==> src/rtl/mem_stage_if.sv <==
// Data-memory bus between mem_stage (master) and the data memory (slave).
// Request: req/we/addr/wdata/be from the master; completion: ack/rdata back.
interface mem_stage_if;
    logic        mem_req_o;
    logic        mem_we_o;
    logic [31:0] mem_addr_o;
    logic [31:0] mem_wdata_o;
    logic [3:0]  mem_be_o;
    logic        mem_ack_i;
    logic [31:0] mem_rdata_i;

    modport master (
        output mem_req_o,
        output mem_we_o,
        output mem_addr_o,
        output mem_wdata_o,
        output mem_be_o,
        input  mem_ack_i,
        input  mem_rdata_i
    );

    modport slave (
        input  mem_req_o,
        input  mem_we_o,
        input  mem_addr_o,
        input  mem_wdata_o,
        input  mem_be_o,
        output mem_ack_i,
        output mem_rdata_i
    );
endinterface

==> src/rtl/mem_stage.sv <==
// MEM pipeline stage: issues data-memory accesses, stalls upstream while an
// access is outstanding, formats load data and flags misalign/bus errors.
// Ports: clk_i, rst_i (async, active-low); mem (mem_stage_if.master);
//   EX/MEM controls d_memread_i/d_memwrite_i/d_memtoreg_i/d_regwrite_i,
//   regdst_i, alu_result_i, write_data_i, size_i, sign_ext_i;
//   stall_o to upstream; d_memtoreg_o/d_regwrite_o/regdst_o/data_mem_o/
//   alu_result_o to MEM/WB; misalign_o/bus_err_o exception pulses.
// Config: define MEM_BYTE_ACCESS_EN for byte/half accesses; otherwise every
//   access is a full word with all byte enables set.
module mem_stage #(
    parameter int TIMEOUT_CYCLES = 16
) (
    input  logic        clk_i,
    input  logic        rst_i,
    mem_stage_if.master mem,
    input  logic        d_memread_i,
    input  logic        d_memwrite_i,
    input  logic        d_memtoreg_i,
    input  logic        d_regwrite_i,
    input  logic [4:0]  regdst_i,
    input  logic [31:0] alu_result_i,
    input  logic [31:0] write_data_i,
    input  logic [1:0]  size_i,
    input  logic        sign_ext_i,
    output logic        stall_o,
    output logic        d_memtoreg_o,
    output logic        d_regwrite_o,
    output logic [4:0]  regdst_o,
    output logic [31:0] data_mem_o,
    output logic [31:0] alu_result_o,
    output logic        misalign_o,
    output logic        bus_err_o
);

    typedef enum logic [1:0] {
        IDLE,
        WAIT,
        DONE
    } state_e;

    localparam logic [4:0] TO_LAST = 5'(TIMEOUT_CYCLES - 1);

    state_e      state_q, state_d;
    logic [4:0]  cnt_q, cnt_d;
    logic [31:0] buf_q, buf_d;
    logic        req_q, req_d;
    logic        we_q, we_d;
    logic [31:0] addr_q, addr_d;
    logic [31:0] wdata_q, wdata_d;
    logic [3:0]  be_q, be_d;
    logic        bus_err_q, bus_err_d;

    logic        access;
    logic        misalign;
    logic        start;
    logic [3:0]  be_n;
    logic [31:0] wdata_n;
    logic [31:0] load_fmt;

    assign access = d_memread_i | d_memwrite_i;
    assign start  = (state_q == IDLE) & access & ~misalign;

`ifdef MEM_BYTE_ACCESS_EN
    logic [1:0]  size_q, size_d;
    logic        sext_q, sext_d;
    logic [31:0] shifted;

    always_comb begin
        misalign = 1'b0;
        be_n     = 4'hF;
        wdata_n  = write_data_i;
        unique case (1'b1)
            size_i == 2'b00: begin
                be_n    = 4'b0001 << alu_result_i[1:0];
                wdata_n = {4{write_data_i[7:0]}};
            end
            size_i == 2'b01: begin
                misalign = alu_result_i[0];
                be_n     = 4'b0011 << alu_result_i[1:0];
                wdata_n  = {2{write_data_i[15:0]}};
            end
            default: begin
                misalign = |alu_result_i[1:0];
            end
        endcase
    end

    // Selected lane is moved down to bit 0 before extension.
    always_comb begin
        shifted  = mem.mem_rdata_i >> {addr_q[1:0], 3'b000};
        load_fmt = mem.mem_rdata_i;
        unique case (1'b1)
            size_q == 2'b00:
                load_fmt = sext_q ? {{24{shifted[7]}}, shifted[7:0]}
                                  : {24'h0, shifted[7:0]};
            size_q == 2'b01:
                load_fmt = sext_q ? {{16{shifted[15]}}, shifted[15:0]}
                                  : {16'h0, shifted[15:0]};
            default: load_fmt = mem.mem_rdata_i;
        endcase
    end
`else
    logic unused_cfg;

    assign unused_cfg = ^{size_i, sign_ext_i};
    assign misalign   = |alu_result_i[1:0];
    assign be_n       = 4'hF;
    assign wdata_n    = write_data_i;
    assign load_fmt   = mem.mem_rdata_i;
`endif

    always_comb begin
        state_d   = state_q;
        cnt_d     = cnt_q;
        buf_d     = buf_q;
        req_d     = req_q;
        we_d      = we_q;
        addr_d    = addr_q;
        wdata_d   = wdata_q;
        be_d      = be_q;
        bus_err_d = 1'b0;
`ifdef MEM_BYTE_ACCESS_EN
        size_d    = size_q;
        sext_d    = sext_q;
`endif
        unique case (state_q)
            IDLE: begin
                if (start) begin
                    state_d = WAIT;
                    cnt_d   = 5'd0;
                    req_d   = 1'b1;
                    // read+write together is a store
                    we_d    = d_memwrite_i;
                    addr_d  = alu_result_i;
                    wdata_d = wdata_n;
                    be_d    = be_n;
`ifdef MEM_BYTE_ACCESS_EN
                    size_d  = size_i;
                    sext_d  = sign_ext_i;
`endif
                end
            end
            WAIT: begin
                // ack wins over a timeout in the same cycle
                if (mem.mem_ack_i) begin
                    state_d = DONE;
                    req_d   = 1'b0;
                    we_d    = 1'b0;
                    if (!we_q) begin
                        buf_d = load_fmt;
                    end
                end else if (cnt_q == TO_LAST) begin
                    state_d   = DONE;
                    req_d     = 1'b0;
                    we_d      = 1'b0;
                    buf_d     = 32'h0;
                    bus_err_d = 1'b1;
                end else begin
                    cnt_d = cnt_q + 5'd1;
                end
            end
            DONE: begin
                state_d = IDLE;
                cnt_d   = 5'd0;
            end
            default: begin
                state_d = IDLE;
            end
        endcase
    end

    always_ff @(posedge clk_i or negedge rst_i) begin
        if (!rst_i) begin
            state_q   <= IDLE;
            cnt_q     <= 5'd0;
            buf_q     <= 32'h0;
            req_q     <= 1'b0;
            we_q      <= 1'b0;
            addr_q    <= 32'h0;
            wdata_q   <= 32'h0;
            be_q      <= 4'h0;
            bus_err_q <= 1'b0;
`ifdef MEM_BYTE_ACCESS_EN
            size_q    <= 2'b10;
            sext_q    <= 1'b0;
`endif
        end else begin
            state_q   <= state_d;
            cnt_q     <= cnt_d;
            buf_q     <= buf_d;
            req_q     <= req_d;
            we_q      <= we_d;
            addr_q    <= addr_d;
            wdata_q   <= wdata_d;
            be_q      <= be_d;
            bus_err_q <= bus_err_d;
`ifdef MEM_BYTE_ACCESS_EN
            size_q    <= size_d;
            sext_q    <= sext_d;
`endif
        end
    end

    assign mem.mem_req_o   = req_q;
    assign mem.mem_we_o    = we_q;
    assign mem.mem_addr_o  = addr_q;
    assign mem.mem_wdata_o = wdata_q;
    assign mem.mem_be_o    = be_q;

    assign stall_o      = rst_i & (start | (state_q == WAIT));
    assign misalign_o   = (state_q == IDLE) & access & misalign;
    assign bus_err_o    = bus_err_q;
    assign d_memtoreg_o = d_memtoreg_i;
    assign d_regwrite_o = d_regwrite_i & ~misalign_o
                        & ~((state_q == DONE) & bus_err_q);
    assign regdst_o     = regdst_i;
    assign alu_result_o = alu_result_i;
    assign data_mem_o   = (state_q == DONE) ? buf_q : 32'h0;

endmodule

==> src/flat_wrapper.sv <==
// flat-port wrapper written by rule: the top's interface ports become plain ports
module mem_stage_flat 
#(
    parameter int TIMEOUT_CYCLES = 16
)
  (clk_i, rst_i, d_memread_i, d_memwrite_i, d_memtoreg_i, d_regwrite_i, regdst_i, alu_result_i, write_data_i, size_i, sign_ext_i, stall_o, d_memtoreg_o, d_regwrite_o, regdst_o, data_mem_o, alu_result_o, misalign_o, bus_err_o, mem_mem_req_o, mem_mem_we_o, mem_mem_addr_o, mem_mem_wdata_o, mem_mem_be_o, mem_mem_ack_i, mem_mem_rdata_i);
  mem_stage_if mem_i ();
  input  logic clk_i;
  input  logic rst_i;
  input  logic d_memread_i;
  input  logic d_memwrite_i;
  input  logic d_memtoreg_i;
  input  logic d_regwrite_i;
  input  logic [4:0] regdst_i;
  input  logic [31:0] alu_result_i;
  input  logic [31:0] write_data_i;
  input  logic [1:0] size_i;
  input  logic sign_ext_i;
  output logic stall_o;
  output logic d_memtoreg_o;
  output logic d_regwrite_o;
  output logic [4:0] regdst_o;
  output logic [31:0] data_mem_o;
  output logic [31:0] alu_result_o;
  output logic misalign_o;
  output logic bus_err_o;
  output wire logic [$bits(mem_i.mem_req_o)-1:0] mem_mem_req_o;
  output wire logic [$bits(mem_i.mem_we_o)-1:0] mem_mem_we_o;
  output wire logic [$bits(mem_i.mem_addr_o)-1:0] mem_mem_addr_o;
  output wire logic [$bits(mem_i.mem_wdata_o)-1:0] mem_mem_wdata_o;
  output wire logic [$bits(mem_i.mem_be_o)-1:0] mem_mem_be_o;
  input wire logic [$bits(mem_i.mem_ack_i)-1:0] mem_mem_ack_i;
  input wire logic [$bits(mem_i.mem_rdata_i)-1:0] mem_mem_rdata_i;
  assign mem_mem_req_o = mem_i.mem_req_o;
  assign mem_mem_we_o = mem_i.mem_we_o;
  assign mem_mem_addr_o = mem_i.mem_addr_o;
  assign mem_mem_wdata_o = mem_i.mem_wdata_o;
  assign mem_mem_be_o = mem_i.mem_be_o;
  assign mem_i.mem_ack_i = mem_mem_ack_i;
  assign mem_i.mem_rdata_i = mem_mem_rdata_i;
  mem_stage #(.TIMEOUT_CYCLES(TIMEOUT_CYCLES)) u_core (.clk_i(clk_i), .rst_i(rst_i), .mem(mem_i), .d_memread_i(d_memread_i), .d_memwrite_i(d_memwrite_i), .d_memtoreg_i(d_memtoreg_i), .d_regwrite_i(d_regwrite_i), .regdst_i(regdst_i), .alu_result_i(alu_result_i), .write_data_i(write_data_i), .size_i(size_i), .sign_ext_i(sign_ext_i), .stall_o(stall_o), .d_memtoreg_o(d_memtoreg_o), .d_regwrite_o(d_regwrite_o), .regdst_o(regdst_o), .data_mem_o(data_mem_o), .alu_result_o(alu_result_o), .misalign_o(misalign_o), .bus_err_o(bus_err_o));
endmodule
==> config.mk <==
export PLATFORM = sky130hd
export DESIGN_NAME = mem_stage_flat
export DESIGN_NICKNAME = d
export VERILOG_FILES = /design/src/rtl/mem_stage_if.sv /design/src/rtl/mem_stage.sv /design/src/flat_wrapper.sv
export SDC_FILE = /design/constraint.sdc
export NUM_CORES = 1
export LEC_CHECK = 0
export BUFFER_PORTS_ARGS = -buffer_cell sky130_fd_sc_hd__buf_2
export CORE_MARGIN = 1
export CORE_UTILIZATION = 49
export CTS_CLUSTER_SIZE = 28
export DETAILED_ROUTE_END_ITERATION = 16
export GPL_ROUTABILITY_DRIVEN = 1
export PLACE_DENSITY = 0.95
export SLEW_MARGIN = 20
export SYNTH_ARGS = -nofsm -noshare
export SYNTH_HDL_FRONTEND = slang
export SYNTH_SLANG_ARGS = --single-unit
==> constraint.sdc <==
create_clock -name clk_i -period 3.5 [get_ports clk_i]
set_input_delay 0.7 -clock clk_i [delete_from_list [all_inputs] [get_ports clk_i]]
set_output_delay 0.7 -clock clk_i [all_outputs]
set_load 0.02 [all_outputs]
==> impl_metrics.csv <==
group,metric,value,unit
global_routing,grt_pass1_vias,3922,
setup_path,crit_fanout,6,
route,wl_per_cell,12.7,um
floorplanning,die-area,10100,sq um
floorplanning,io_pins,255,
finish,final_common_cell,"buf_2",
timing,setup_tns,0,ns
setup_path,crit_start,"u_core.state_q[0]$_DFFE_PN0P_",
worst_hold_path,min_path_type,"input port to asynchronous set/reset pin",
setup_path,r2r_setup_slack,1.36,ns
pwr,peakVddDrop,310,uV
cts,clk_latency,0.35,ns
floorplanning,rows,35,
finish,num_antenna_cells,0,
timing,relSlewSlack,0.527,
cts,cts-root-buf,"clkbuf_8",
setup_path,cp-start-kind,"flop",
route,vias,4122,
setup_path,arrival,1.70,ns
route,ant_nets,0,
finish,drive_above_1_share,0.359,
setup_path,critical_path_class,"flop to output pin",
synthesis,synth.top_cell.area_share,0.562,
timing,finalCritPeriodShare,0.685,
cts,clock_path_buffers,2,
place,post-dp-hpwl,7930,um
place,gp_routability_congestion,0.808,
synthesis,netlist_top_cells_area,"dfrtp_1 56%, nand2_1 15%, buf_4 6.5%, and2_1 4.5%, nand3_1 3.8%",
global_routing,grt_max_degree,70,
synthesis,yosysWarnings,0,
finish,area_growth,25.0,%
cts,cts_htree_levels,3,
place,io_buffers,239,
synthesis,postSynthAreaPerCell,8.81,sq um
global_routing,track_usage,0.217,
finish,fin_util,0.639,
route,first_pass_iters,4,
floorplanning,fp.coreArea,9330,sq um
timing,slew_violations,0,
synthesis,synthCells,541,
setup_path,end_kind,"output pin",
route,drc,0,
setup_path,crit_end,"stall_o",
setup_path,reg2reg_to,"u_core.cnt_q[4]$_DFFE_PN0P_",
cts,cts.clk_slew.worst_paths,0.09,ns
synthesis,synthesis.area,4770,sq um
synthesis,ys_types,32,
finish,finalNonFillerCells,859,
pwr,leakagePower,3.42,nW
pwr,power_density,593,nW/um^2
synthesis,ys_seq_area_frac,0.562,
floorplanning,die_h,101,um
status,status,"finished, final reports clean",
setup_path,r2r-start,"u_core.cnt_q[0]$_DFFE_PN0P_",
floorplanning,initial_core_util,0.511,
timing,hold_viol,0,
place,numPlacedInstances,845,
global_routing,grt_overflow,0,
timing,rsz0062_at_grt,"false",
timing,fmax,417,MHz
cts,cts.sinks,107,
cts,numCtsBuffers,9,
finish,final_area,5960,sq um
synthesis,synth.net_count,654,
setup_path,critical_path_required,2.80,ns
floorplanning,die_width,101,um
cts,cts_resized,0,
job,drv_cap,0,
route,routed_wl,10900,um
route,detail_route.vias_per_cell,4.80,
cts,post-cts-setup-buffers,0,
timing,finClkSkew,0.00863,ns
finish,nets,840,
global_routing,antenna_found_initial,0,
route,drtIter0Drc,75,
cts,cts_tree,"done",
timing,tightest_slew,0.710,ns
timing,setup_viol_count_final,0,
synthesis,synth-seq-cells,107,
finish,layout_common_cells,"238 x buf_2, 192 x nand2_1, 107 x dfrtp_1",
timing,finalCriticalPeriod,2.40,ns
global_routing,grt_pass1_wl,17200,um
setup_path,r2r_cells,6,
synthesis,synth_area_leader_cell,"dfrtp_1",
place,dpl_cell_area,5750,sq um
cts,cts_hold_buffers,0,
==> worst min path at each step <==
stage                                                  endpoint  slack [ns]  cells past startpoint
after floorplan                     u_core.buf_q[0]$_DFFE_PN0P_        0.40                      0
after global placement     u_core.mem.mem_addr_o[4]$_DFFE_PN0P_        0.45                      2
after detailed placement  u_core.mem.mem_addr_o[19]$_DFFE_PN0P_        0.46                      2
after CTS                  u_core.mem.mem_addr_o[7]$_DFFE_PN0P_        0.47                      2
after global routing       u_core.mem.mem_addr_o[7]$_DFFE_PN0P_        0.50                      2
final                      u_core.mem.mem_addr_o[7]$_DFFE_PN0P_        0.46                      2
==> synthesized netlist by cell type <==
cell type and count:
nand2_1 192, a31oi_1 1, nor2b_1 2, a211oi_4 1, clkbuf_2 1, nand3_1 36, buf_6 1, buf_2 12
o211a_1 1, nor2_1 8, a21o_1 1, nand2b_1 2, or3_1 2, a22o_1 1, nand3b_1 1, and2_1 34
a21boi_0 1, inv_1 33, o21ai_0 33, or4b_1 1, nor3_1 2, nor3b_1 1, ha_1 2, and3_1 1
dfrtp_1 107, o21ai_1 4, clkbuf_1 15, mux2i_1 1, a31o_2 1, buf_4 41, o211ai_1 1, or4_1 1
==> metrics by stage <==
| stage | setup slack [ns] | hold WS (ns) | total power [mW] |
|---|---|---|---|
| finish | 1.10 | 0.455 | 3.53 |
| global route | 0.952 | 0.498 | 3.74 |
| CTS | 1.08 | 0.473 | 3.57 |
| detailed placement | 0.980 | 0.457 | 2.76 |
| global placement | 1.05 | 0.452 | 2.71 |
| floorplan | 1.01 | 0.404 | 2.37 |
==> worst max-delay path, cell delays in order, from the launching register on <==
cell and delay (ns):
dfrtp_1 0.45, nor2_1 0.24, o211ai_1 0.15, a21boi_0 0.26, buf_2 0.24
==> layout make-up <==
type                    instances  area (sq um)
flip-flops and latches        107          2680
clock inverters                 4          76.3
well taps                     129           161
fillers                       797          3370
multi-input cells             331          1530
repair buffers                245          1260
clock buffers                  10           138
inverters                      33           124
==> power breakdown <==
group	internal, mW	switching (mW)	total, mW
Clock	0.416	0.390	0.806
Combinational	0.351	0.659	1.01
Sequential	1.55	0.167	1.72
==> metal layers <==
layer | track usage | vias up | share of wire
met3 | 0.0458 | 15 | 0.065
met4 | 0.0803 | 0 | 0.013
met5 | 0 | - | 0
met2 | 0.398 | 148 | 0.51
met1 | 0.247 | 1951 | 0.41
li1 | - | 2008 | -
==> flip-flops by register name, summed over array words and instances, names as in the netlist <==
| name | flops |
|---|---|
| u_core.mem.mem_wdata_o | 32 |
| u_core.state_q | 2 |
| u_core.cnt_q | 5 |
| u_core.mem.mem_addr_o | 32 |
| u_core.buf_q | 32 |
| u_core.mem.mem_we_o | 1 |
| u_core.bus_err_o | 1 |
| u_core.mem.mem_req_o | 1 |
| u_core.mem.mem_be_o | 1 |
==> cell families after synthesis <==
kind of cell               count (synthesis)  share of synthesized area
adders and majority gates                  2                    0.00525
AOI/OAI and AO/OA                         45                     0.0548
buffers and inverters                    103                      0.118
DFF                                      107                      0.562
and+or+nand+nor                          283                      0.258
muxes                                      1                    0.00210
(Power assumes the default switching activity.)
